$ cat config.mk
export PLATFORM = sky130hd
export DESIGN_NAME = alu_seq16
export DESIGN_NICKNAME = d
export VERILOG_FILES = /design/src/rtl/alu_seq16.sv
export SDC_FILE = /design/constraint.sdc
export NUM_CORES = 1
export LEC_CHECK = 0
export ABC_AREA = 1
export ABC_CLOCK_PERIOD_IN_PS = 3700
export CAP_MARGIN = 20
export CELL_PAD_IN_SITES_DETAIL_PLACEMENT = 0
export CELL_PAD_IN_SITES_GLOBAL_PLACEMENT = 1
export CORE_AREA = 5 5 123 125
export DETAILED_ROUTE_END_ITERATION = 6
export DIE_AREA = 0 0 128 130
export GPL_TIMING_DRIVEN = 0
export PLACE_DENSITY_LB_ADDON = 0.1
export SLEW_MARGIN = 5
export SYNTH_ARGS = -nofsm -noshare
export SYNTH_HDL_FRONTEND = slang
export SYNTH_SLANG_ARGS = --single-unit
$ cat constraint.sdc
create_clock -name clk -period 3.7 [get_ports clk]
set_input_delay 0.555 -clock clk [delete_from_list [all_inputs] [get_ports clk]]
set_output_delay 0.555 -clock clk [all_outputs]
set_load 0.01 [all_outputs]
$ cat src/rtl/alu_seq16.sv
// 16-bit operation sequencer: splits a word op into two byte-wide steps on an
// external combinational 8-bit ALU, chaining carry/shift bits between steps.
module alu_seq16 (
  input  logic        clk,
  input  logic        rst,
  input  logic        req_valid,
  output logic        req_ready,
  input  logic [2:0]  req_op,
  input  logic [15:0] req_a,
  input  logic [15:0] req_b,
  input  logic        req_cin,
  output logic [7:0]  alu_arg_0,
  output logic [7:0]  alu_arg_1,
  output logic [2:0]  alu_op_code,
  output logic        alu_sc_in,
  input  logic [7:0]  alu_out,
  input  logic        alu_sc_out,
  output logic        rsp_valid,
  input  logic        rsp_ready,
  output logic [15:0] rsp_data,
  output logic        rsp_cout,
  output logic        rsp_zero
);

  localparam int unsigned BYTE_W = 8;
  localparam int unsigned WORD_W = 16;
  localparam int unsigned OP_W   = 3;

  localparam logic [OP_W-1:0] OP_ADD  = 3'b000;
  localparam logic [OP_W-1:0] OP_LSH  = 3'b001;
  localparam logic [OP_W-1:0] OP_RSH  = 3'b010;
  localparam logic [OP_W-1:0] OP_XOR  = 3'b011;
  localparam logic [OP_W-1:0] OP_AND  = 3'b100;
  localparam logic [OP_W-1:0] OP_SUB  = 3'b101;
  localparam logic [OP_W-1:0] ALU_NOP = 3'b111;

  typedef enum logic [1:0] {IDLE, STEP1, STEP2, DONE} state_t;

  typedef struct packed {
    logic [OP_W-1:0]   code;
    logic [BYTE_W-1:0] arg_0;
    logic [BYTE_W-1:0] arg_1;
    logic              sc_in;
  } alu_drive_t;

  localparam alu_drive_t IDLE_DRIVE = '{ALU_NOP, 8'h00, 8'h00, 1'b0};

  state_t            state, state_d;
  logic [OP_W-1:0]   op_q, op_d;
  logic [WORD_W-1:0] a_q, a_d, b_q, b_d;
  logic              cin_q, cin_d;
  logic [BYTE_W-1:0] first_q, first_d;
  logic              carry_q, carry_d;
  alu_drive_t        drive_q, drive_d;
  logic              req_ready_d;
  logic              rsp_valid_d, rsp_cout_d, rsp_zero_d;
  logic [WORD_W-1:0] rsp_data_d;
  logic [WORD_W-1:0] word;

  // ALU drive for one step; RSH walks high byte first so the shift-out chains downward
  function automatic alu_drive_t step_drive(input logic [OP_W-1:0] op,
                                            input logic [WORD_W-1:0] a,
                                            input logic [WORD_W-1:0] b,
                                            input logic cin,
                                            input logic second,
                                            input logic carry);
    alu_drive_t        d;
    logic              hi;
    logic [BYTE_W-1:0] a_byte;
    logic [BYTE_W-1:0] b_byte;
    hi     = (op == OP_RSH) ? ~second : second;
    a_byte = hi ? a[WORD_W-1:BYTE_W] : a[BYTE_W-1:0];
    b_byte = hi ? b[WORD_W-1:BYTE_W] : b[BYTE_W-1:0];
    d      = IDLE_DRIVE;
    case (op)
      OP_ADD:         d = '{OP_ADD, a_byte, b_byte, second ? carry : cin};
      OP_SUB:         d = '{OP_ADD, a_byte, ~b_byte, second ? carry : ~cin};
      OP_LSH, OP_RSH: d = '{op, a_byte, 8'h00, second ? carry : cin};
      OP_XOR, OP_AND: d = '{op, a_byte, b_byte, 1'b0};
      default:        d = IDLE_DRIVE;
    endcase
    return d;
  endfunction

  always_ff @(posedge clk or posedge rst) begin
    if (rst) begin
      state     <= IDLE;
      op_q      <= ALU_NOP;
      a_q       <= '0;
      b_q       <= '0;
      cin_q     <= 1'b0;
      first_q   <= '0;
      carry_q   <= 1'b0;
      drive_q   <= IDLE_DRIVE;
      req_ready <= 1'b1;
      rsp_valid <= 1'b0;
      rsp_data  <= '0;
      rsp_cout  <= 1'b0;
      rsp_zero  <= 1'b0;
    end else begin
      state     <= state_d;
      op_q      <= op_d;
      a_q       <= a_d;
      b_q       <= b_d;
      cin_q     <= cin_d;
      first_q   <= first_d;
      carry_q   <= carry_d;
      drive_q   <= drive_d;
      req_ready <= req_ready_d;
      rsp_valid <= rsp_valid_d;
      rsp_data  <= rsp_data_d;
      rsp_cout  <= rsp_cout_d;
      rsp_zero  <= rsp_zero_d;
    end
  end

  // Next-state and next-output decode; ALU drive is registered one step ahead
  always_comb begin
    state_d     = state;
    op_d        = op_q;
    a_d         = a_q;
    b_d         = b_q;
    cin_d       = cin_q;
    first_d     = first_q;
    carry_d     = carry_q;
    drive_d     = IDLE_DRIVE;
    rsp_valid_d = rsp_valid;
    rsp_data_d  = rsp_data;
    rsp_cout_d  = rsp_cout;
    rsp_zero_d  = rsp_zero;
    word        = (op_q == OP_RSH) ? {first_q, alu_out} : {alu_out, first_q};

    case (state)
      IDLE: begin
        if (req_valid) begin
          state_d = STEP1;
          op_d    = req_op;
          a_d     = req_a;
          b_d     = req_b;
          cin_d   = req_cin;
          drive_d = step_drive(req_op, req_a, req_b, req_cin, 1'b0, 1'b0);
        end
      end
      STEP1: begin
        state_d = STEP2;
        first_d = alu_out;
        carry_d = alu_sc_out;
        drive_d = step_drive(op_q, a_q, b_q, cin_q, 1'b1, alu_sc_out);
      end
      STEP2: begin
        state_d     = DONE;
        rsp_valid_d = 1'b1;
        case (op_q)
          OP_ADD, OP_SUB, OP_LSH, OP_RSH: begin
            rsp_data_d = word;
            rsp_cout_d = alu_sc_out;
          end
          OP_XOR, OP_AND: begin
            rsp_data_d = word;
            rsp_cout_d = 1'b0;
          end
          default: begin
            rsp_data_d = '0;
            rsp_cout_d = 1'b0;
          end
        endcase
        rsp_zero_d = (rsp_data_d == WORD_W'(0));
      end
      DONE: begin
        if (rsp_ready) begin
          state_d     = IDLE;
          rsp_valid_d = 1'b0;
        end
      end
      default: state_d = IDLE;
    endcase

    req_ready_d = (state_d == IDLE);
  end

  assign alu_op_code = drive_q.code;
  assign alu_arg_0   = drive_q.arg_0;
  assign alu_arg_1   = drive_q.arg_1;
  assign alu_sc_in   = drive_q.sc_in;

endmodule

==> results of run 1 <==
[metal layers]
layer	wire length (µm)	GRT usage [%]	part of all wire [%]	up-vias
met3	490	2.62	4.1	12
met5	0	0	0	-
met4	178	5.06	1.5	0
li1	-	-	-	1809
met2	5820	25.6	49	71
met1	5480	19.8	46	1674
[where the power goes]
group / switching, mW / total, mW / leakage, nW / internal (mW)
clock network: 0.370 / 0.996 / 0.163 / 0.626
logic: 1.10 / 1.88 / 1.39 / 0.785
registers: 0.203 / 1.56 / 1.06 / 1.36
[state kept, by name, indices dropped and copies added (netlist names), 2 cells and up]
name	cells
b_q	16
rsp_data	16
op_q	3
alu_op_code	3
alu_arg_0	8
a_q	16
alu_arg_1	8
state	2
first_q	8
[final cells by class]
| class | instances | area (µm²) | area share (%) |
|---|---|---|---|
| clock inverters | 4 | 70.1 | 1.26 |
| plain buffers | 22 | 123 | 2.21 |
| well taps | 180 | 225 | 4.06 |
| flip-flops and latches | 85 | 2140 | 38.5 |
| repair buffers | 89 | 908 | 16.4 |
| inverters | 49 | 186 | 3.36 |
| multi-input cells | 340 | 1640 | 29.5 |
| clock buffers | 12 | 256 | 4.63 |
[Yosys cell counts (all sizes together)]
| cell | n | area [µm²] |
|---|---|---|
| dfrtp | 78 | 1950 |
| a31oi | 8 | 50.1 |
| nor2 | 47 | 233 |
| o21ai | 87 | 439 |
| o22ai | 9 | 113 |
| buf | 15 | 96.3 |
| dfstp | 7 | 184 |
| o211ai | 8 | 60.1 |
| nand2 | 148 | 566 |
| nand3 | 15 | 80.1 |
| o22a | 1 | 8.76 |
| clkbuf | 7 | 26.3 |
| a21oi | 17 | 88.8 |
| inv | 49 | 184 |
[through the flow]
step	hold slack [ns]	TNS, ns
2_1_floorplan	0.437	0
3_3_place_gp	0.452	-51.14
3_5_place_dp	0.460	0
4_1_cts	0.475	0
5_1_grt	0.499	0
6_report	0.470	0
[worst min-delay path, stage by stage (launching register included)]
cell     delay (ns)
dfrtp_1        0.34
nand2_1        0.05
nand2_1        0.04
[cells by family (layout without fill, tap and decap cells)]
family                 count (synthesis)  count (layout)  synth area share [%]
AOI/OAI and AO/OA                    130             130                  18.6
buffers and inverters                 71             176                  7.51
DFF                                   85              85                  52.3
and+or+nand+nor                      210             210                  21.5
[worst min-delay path by stage]
stage | from | endpoint | slack [ns] | depth (start not counted)
finish | a_q[11] | a_q[11] | 0.47 | 2
global route | a_q[8] | a_q[8] | 0.50 | 2
CTS | a_q[15] | a_q[15] | 0.48 | 2
detailed placement | a_q[15] | a_q[15] | 0.46 | 2
global placement | a_q[12] | a_q[12] | 0.45 | 2
floorplan | a_q[12] | a_q[12] | 0.44 | 2
==> results.py, run 1 <==
metrics = {
    "outcome": {
        "outcome": "finished, final reports clean",
    },
    "final_layout": {
        "fin_cells": 781,
        "fin_util_pct": 40.2,
        "nFillCells": 1450,
        "antennaDiodeCount": 0,
        "fin_area_mm2": 0.00554,
        "drive_gt1_share_pct": 11.8,
        "nets": 645,
        "synthToLayoutAreaGrowth_pct": 35.8,
        "mostFrequentLayoutCells": "146 x nand2_1, 88 x clkdlybuf4s50_1, 78 x dfrtp_1",
        "final_common_cell": "nand2_1",
    },
    "timing": {
        "fmax_mhz": 488,
        "rsz0062_at_grt": "false",
        "slew_headroom_pct": 53.1,
        "fin_crit_ns": 2.05,
        "final_max_slew_viol_count": 0,
        "worstMarginPinSlew_ns": 0.700,
        "fin_crit_sh_pct": 55.4,
        "skew_ns": 0.00558,
        "finalHoldViolations": 0,
        "finalSetupViolCount": 0,
        "fin_ws_ns": 1.65,
    },
    "die": {
        "core_area_mm2": 0.0138,
        "die_h_um": 130,
        "std_cell_rows": 43,
        "die_area_mm2": 0.0166,
        "die_w_um": 128,
        "start_util_pct": 29.6,
        "io_pins": 89,
    },
    "setup_path": {
        "ff2ff_setup_slack_ns": 1.98,
        "crit_cells": 5,
        "arrival_ns": 2.31,
        "path_class": "primary input to flip-flop",
        "endpoint": "alu_arg_1[7]",
        "path_cells": "clkdlybuf4s50_1 -> inv_2 -> nor2_1 -> o21ai_0 -> o21ai_2",
        "critPathRequiredTime_ns": 3.96,
        "worstReg2RegStart": "op_q[2]",
        "start_kind": "primary input",
        "cpMaxStageDelayCell": "clkdlybuf4s50_1",
        "r2r_cells": 11,
        "crit_path_end_kind": "flip-flop",
        "r2r-end": "rsp_zero",
        "critPathTopFamily": "buffers and inverters",
        "crit_buf_inv": 2,
        "critPathMaxStageDelay_ns": 0.67,
        "crit_path_start": "req_op[2]",
        "crit_fanout": 9,
    },
    "routing": {
        "num_vias": 3566,
        "wire_per_inst_um": 15.3,
        "viasPerCell": 4.57,
        "routed_wl_um": 12000,
        "drtAntennaViolNets": 0,
        "drc": 0,
        "first_iter_violations": 165,
        "dr.pass1.iters": 4,
    },
    "min_path": {
        "hold_class": "flip-flop to flip-flop",
    },
    "clock_network": {
        "cts.reportedPaths.clkPinSlew_ns": 0.06,
        "cts_made_buffers": 9,
        "clk_latency_ns": 0.34,
        "cts_hold_buf": 0,
        "cts_tree": "yes",
        "cts_setup_buffers": 0,
        "clock_sinks": 85,
        "clock_path_buffers": 2,
        "htreeDepth": 3,
        "cts_root_buf": "clkbuf_16",
        "cts.repair.resized": 0,
    },
    "yosys": {
        "synthesis.instances": 496,
        "synth-seq-cells": 85,
        "ys_warn_count": 0,
        "synthesis.nets": 545,
        "syn_avg_cell_area_um2": 8.23,
        "synth.distinct_cells": 26,
        "synth_area_mm2": 0.00408,
        "yosysSeqAreaShare_pct": 52.3,
    },
    "global_routing": {
        "overflow": 0,
        "antenna_found_initial": 0,
        "grt_max_degree": 45,
        "grt_pass1_wl_um": 19400,
        "grt_pass1_vias": 3643,
        "grt_usage_pct": 15.2,
    },
    "power_and_ir_drop": {
        "p_leak_nw": 2.62,
        "fin_total_pwr_mw": 4.44,
        "peakVddDrop_v": 0.000195,
        "powerDensity_mw_per_mm2": 801,
    },
    "placement": {
        "post-place-ws_ns": 1.29,
        "place.gp.congestion": 0.748,
        "io_buffer_count": 88,
        "place_area_mm2": 0.00522,
        "dpl.hpwl_um": 8720,
        "dp.cells": 765,
    },
    "run": {
        "max_cap_violations": 0,
    },
}
Power figures use the tool's default switching activity.
==> run 2, diff against run 1 <==
--- a/config.mk
+++ b/config.mk
@@ -6,7 +6,7 @@
 export NUM_CORES = 1
 export LEC_CHECK = 0
 export ABC_AREA = 1
-export ABC_CLOCK_PERIOD_IN_PS = 3700
+export ABC_CLOCK_PERIOD_IN_PS = 2100
 export CAP_MARGIN = 20
 export CELL_PAD_IN_SITES_DETAIL_PLACEMENT = 0
 export CELL_PAD_IN_SITES_GLOBAL_PLACEMENT = 1
==> constraint.sdc (replaced) <==
create_clock -name clk -period 2.1 [get_ports clk]
set_input_delay 0.315 -clock clk [delete_from_list [all_inputs] [get_ports clk]]
set_output_delay 0.315 -clock clk [all_outputs]
set_load 0.01 [all_outputs]
==> results.py, run 2 (same netlist as run 1, synthesis figures left out) <==
metrics = {
    "clock_network": {
        "cts_root_buf": "clkbuf_16",
        "clock_sinks": 85,
        "cts_tree": "yes",
        "clock_path_buffers": 2,
        "htreeDepth": 3,
        "cts_setup_buffers": 0,
        "clk_latency_ns": 0.34,
        "cts_hold_buf": 0,
        "cts_made_buffers": 9,
        "cts.reportedPaths.clkPinSlew_ns": 0.06,
        "cts.repair.resized": 0,
    },
    "setup_path": {
        "path_cells": "clkdlybuf4s50_1 -> nor2_1 -> o21ai_1 -> a21oi_1 -> o21ai_0 -> nand2_1",
        "start_kind": "primary input",
        "crit_path_end_kind": "flip-flop",
        "worstReg2RegStart": "state[1]",
        "cpMaxStageDelayCell": "clkdlybuf4s50_1",
        "r2r_cells": 6,
        "arrival_ns": 1.97,
        "path_class": "primary input to flip-flop",
        "ff2ff_setup_slack_ns": 0.40,
        "r2r-end": "alu_arg_0[7]",
        "crit_fanout": 8,
        "critPathMaxStageDelay_ns": 0.64,
        "critPathRequiredTime_ns": 2.32,
    },
    "power_and_ir_drop": {
        "internal-power_mw": 4.74,
        "peakVddDrop_v": 0.000545,
        "p_clk_share_pct": 20.6,
        "p_sw_share_pct": 38.1,
        "switchingPower_mw": 2.91,
        "fin_total_pwr_mw": 7.65,
        "p_leak_nw": 2.60,
        "powerDensity_mw_per_mm2": 1390,
        "p_comb_share_pct": 43.4,
        "seqPwrFrac_pct": 36.0,
    },
    "run": {
        "max_cap_violations": 0,
    },
    "timing": {
        "worstMarginPinSlew_ns": 0.683,
        "finalHoldViolations": 0,
        "finalSetupViolCount": 0,
        "finalSetupTns_ns": 0,
        "final_max_slew_viol_count": 0,
        "fin_crit_ns": 1.76,
        "slew_headroom_pct": 54.1,
        "rsz0062_at_grt": "false",
        "fin_ws_ns": 0.345,
        "skew_ns": 0.00514,
        "fin_crit_sh_pct": 83.6,
        "fmax_mhz": 570,
    },
    "final_layout": {
        "antennaDiodeCount": 0,
        "nets": 646,
        "reg_top3": "a_q x16, b_q x16, rsp_data x16",
        "mostFrequentLayoutCells": "146 x nand2_1, 88 x clkdlybuf4s50_1, 78 x dfrtp_1",
        "drive_gt1_share_pct": 11.3,
        "synthToLayoutAreaGrowth_pct": 35.2,
        "final_common_cell": "nand2_1",
    },
    "routing": {
        "dr.pass1.iters": 4,
        "wire_per_inst_um": 15.5,
        "routed_wl_um": 12100,
        "drc": 0,
        "viasPerCell": 4.57,
        "drtAntennaViolNets": 0,
        "num_vias": 3573,
        "first_iter_violations": 166,
    },
    "global_routing": {
        "overflow": 0,
        "grt_pass1_vias": 3723,
        "grt_usage_pct": 15.5,
        "antenna_found_initial": 0,
        "grt_max_degree": 37,
        "grt_pass1_wl_um": 19700,
    },
    "die": {
        "die_h_um": 130,
        "die_w_um": 128,
        "start_util_pct": 29.6,
        "std_cell_rows": 43,
        "io_pins": 89,
        "core_area_mm2": 0.0138,
        "die_area_mm2": 0.0166,
    },
    "min_path": {
        "hold_class": "primary input to async pin",
    },
    "placement": {
        "dpl.hpwl_um": 8740,
        "post-place-ws_ns": -0.0164,
        "io_buffer_count": 88,
        "place.gp.congestion": 0.746,
    },
    "outcome": {
        "outcome": "finished, final reports clean",
    },
}
[run 2: cell types whose count changed in the layout (fill, tap and decap cells not counted)]
| cell | before | now |
|---|---|---|
| buf_12 | 0 | 2 |
| buf_16 | 1 | 0 |
| bufinv_16 | 2 | 1 |
| clkbuf_1 | 8 | 12 |
| clkbuf_8 | 2 | 1 |
| clkinv_2 | 2 | 0 |
| clkinvlp_4 | 0 | 1 |
| inv_4 | 1 | 0 |
[run 2: power by group through the flow]
stage	sequential [mW]	combinational, mW	clock [mW]
after floorplan	2.87	1.89	0
after global placement	2.76	3.37	0
after detailed placement	2.78	3.39	0
after CTS	2.76	3.41	1.62
after global routing	2.85	3.76	1.70
final	2.75	3.32	1.58
[run 2: critical path, delay by kind of cell]
family	cells	cell delay (ns)
compound gates	3	0.81
buf+inv	1	0.64
simple gates	2	0.20
[run 2: cell type report]
type | count | area [µm²]
multi-input cells | 340 | 1640
well taps | 180 | 225
clock inverters | 1 | 30.0
inverters | 49 | 188
plain buffers | 22 | 123
clock buffers | 15 | 258
fillers | 1466 | 8260
flip-flops and latches | 85 | 2140
repair buffers | 90 | 921
[run 2: worst max-delay path by stage]
| stage | startpoint | to | slack [ns] | cells past startpoint |
|---|---|---|---|---|
| 2_1_floorplan | op_q[0] | alu_arg_1[7] | 0.69 | 8 |
| 3_3_place_gp | rst | alu_arg_0[1] | -0.30 | 2 |
| 3_5_place_dp | req_op[2] | alu_arg_1[1] | -0.02 | 6 |
| 4_1_cts | state[1] | alu_arg_0[7] | 0.33 | 6 |
| 5_1_grt | req_op[2] | alu_arg_1[4] | 0.21 | 6 |
| 6_report | req_op[2] | alu_arg_1[1] | 0.34 | 6 |
[run 2: per-stage QoR]
| step | hold slack (ns) | cells | instance area [µm²] | util, % |
|---|---|---|---|---|
| after CTS | 0.398 | 782 | 5520 | 40.1 |
| final | 0.388 | 782 | 5520 | 40.1 |
| after global routing | 0.423 | 782 | 5520 | 40.1 |
| after detailed placement | 0.460 | 766 | 5230 | 38.0 |
| after floorplan | 0.432 | 496 | 4080 | - |
| after global placement | 0.450 | 764 | 5190 | 37.7 |
[run 2: layer usage]
metal,up-vias,part of all wire (%),global-route usage [%]
met1,1674,42,18.8
li1,1810,-,-
met4,0,1.1,3.62
met5,-,0,0
met3,10,5.1,4.50
met2,79,52,27.2
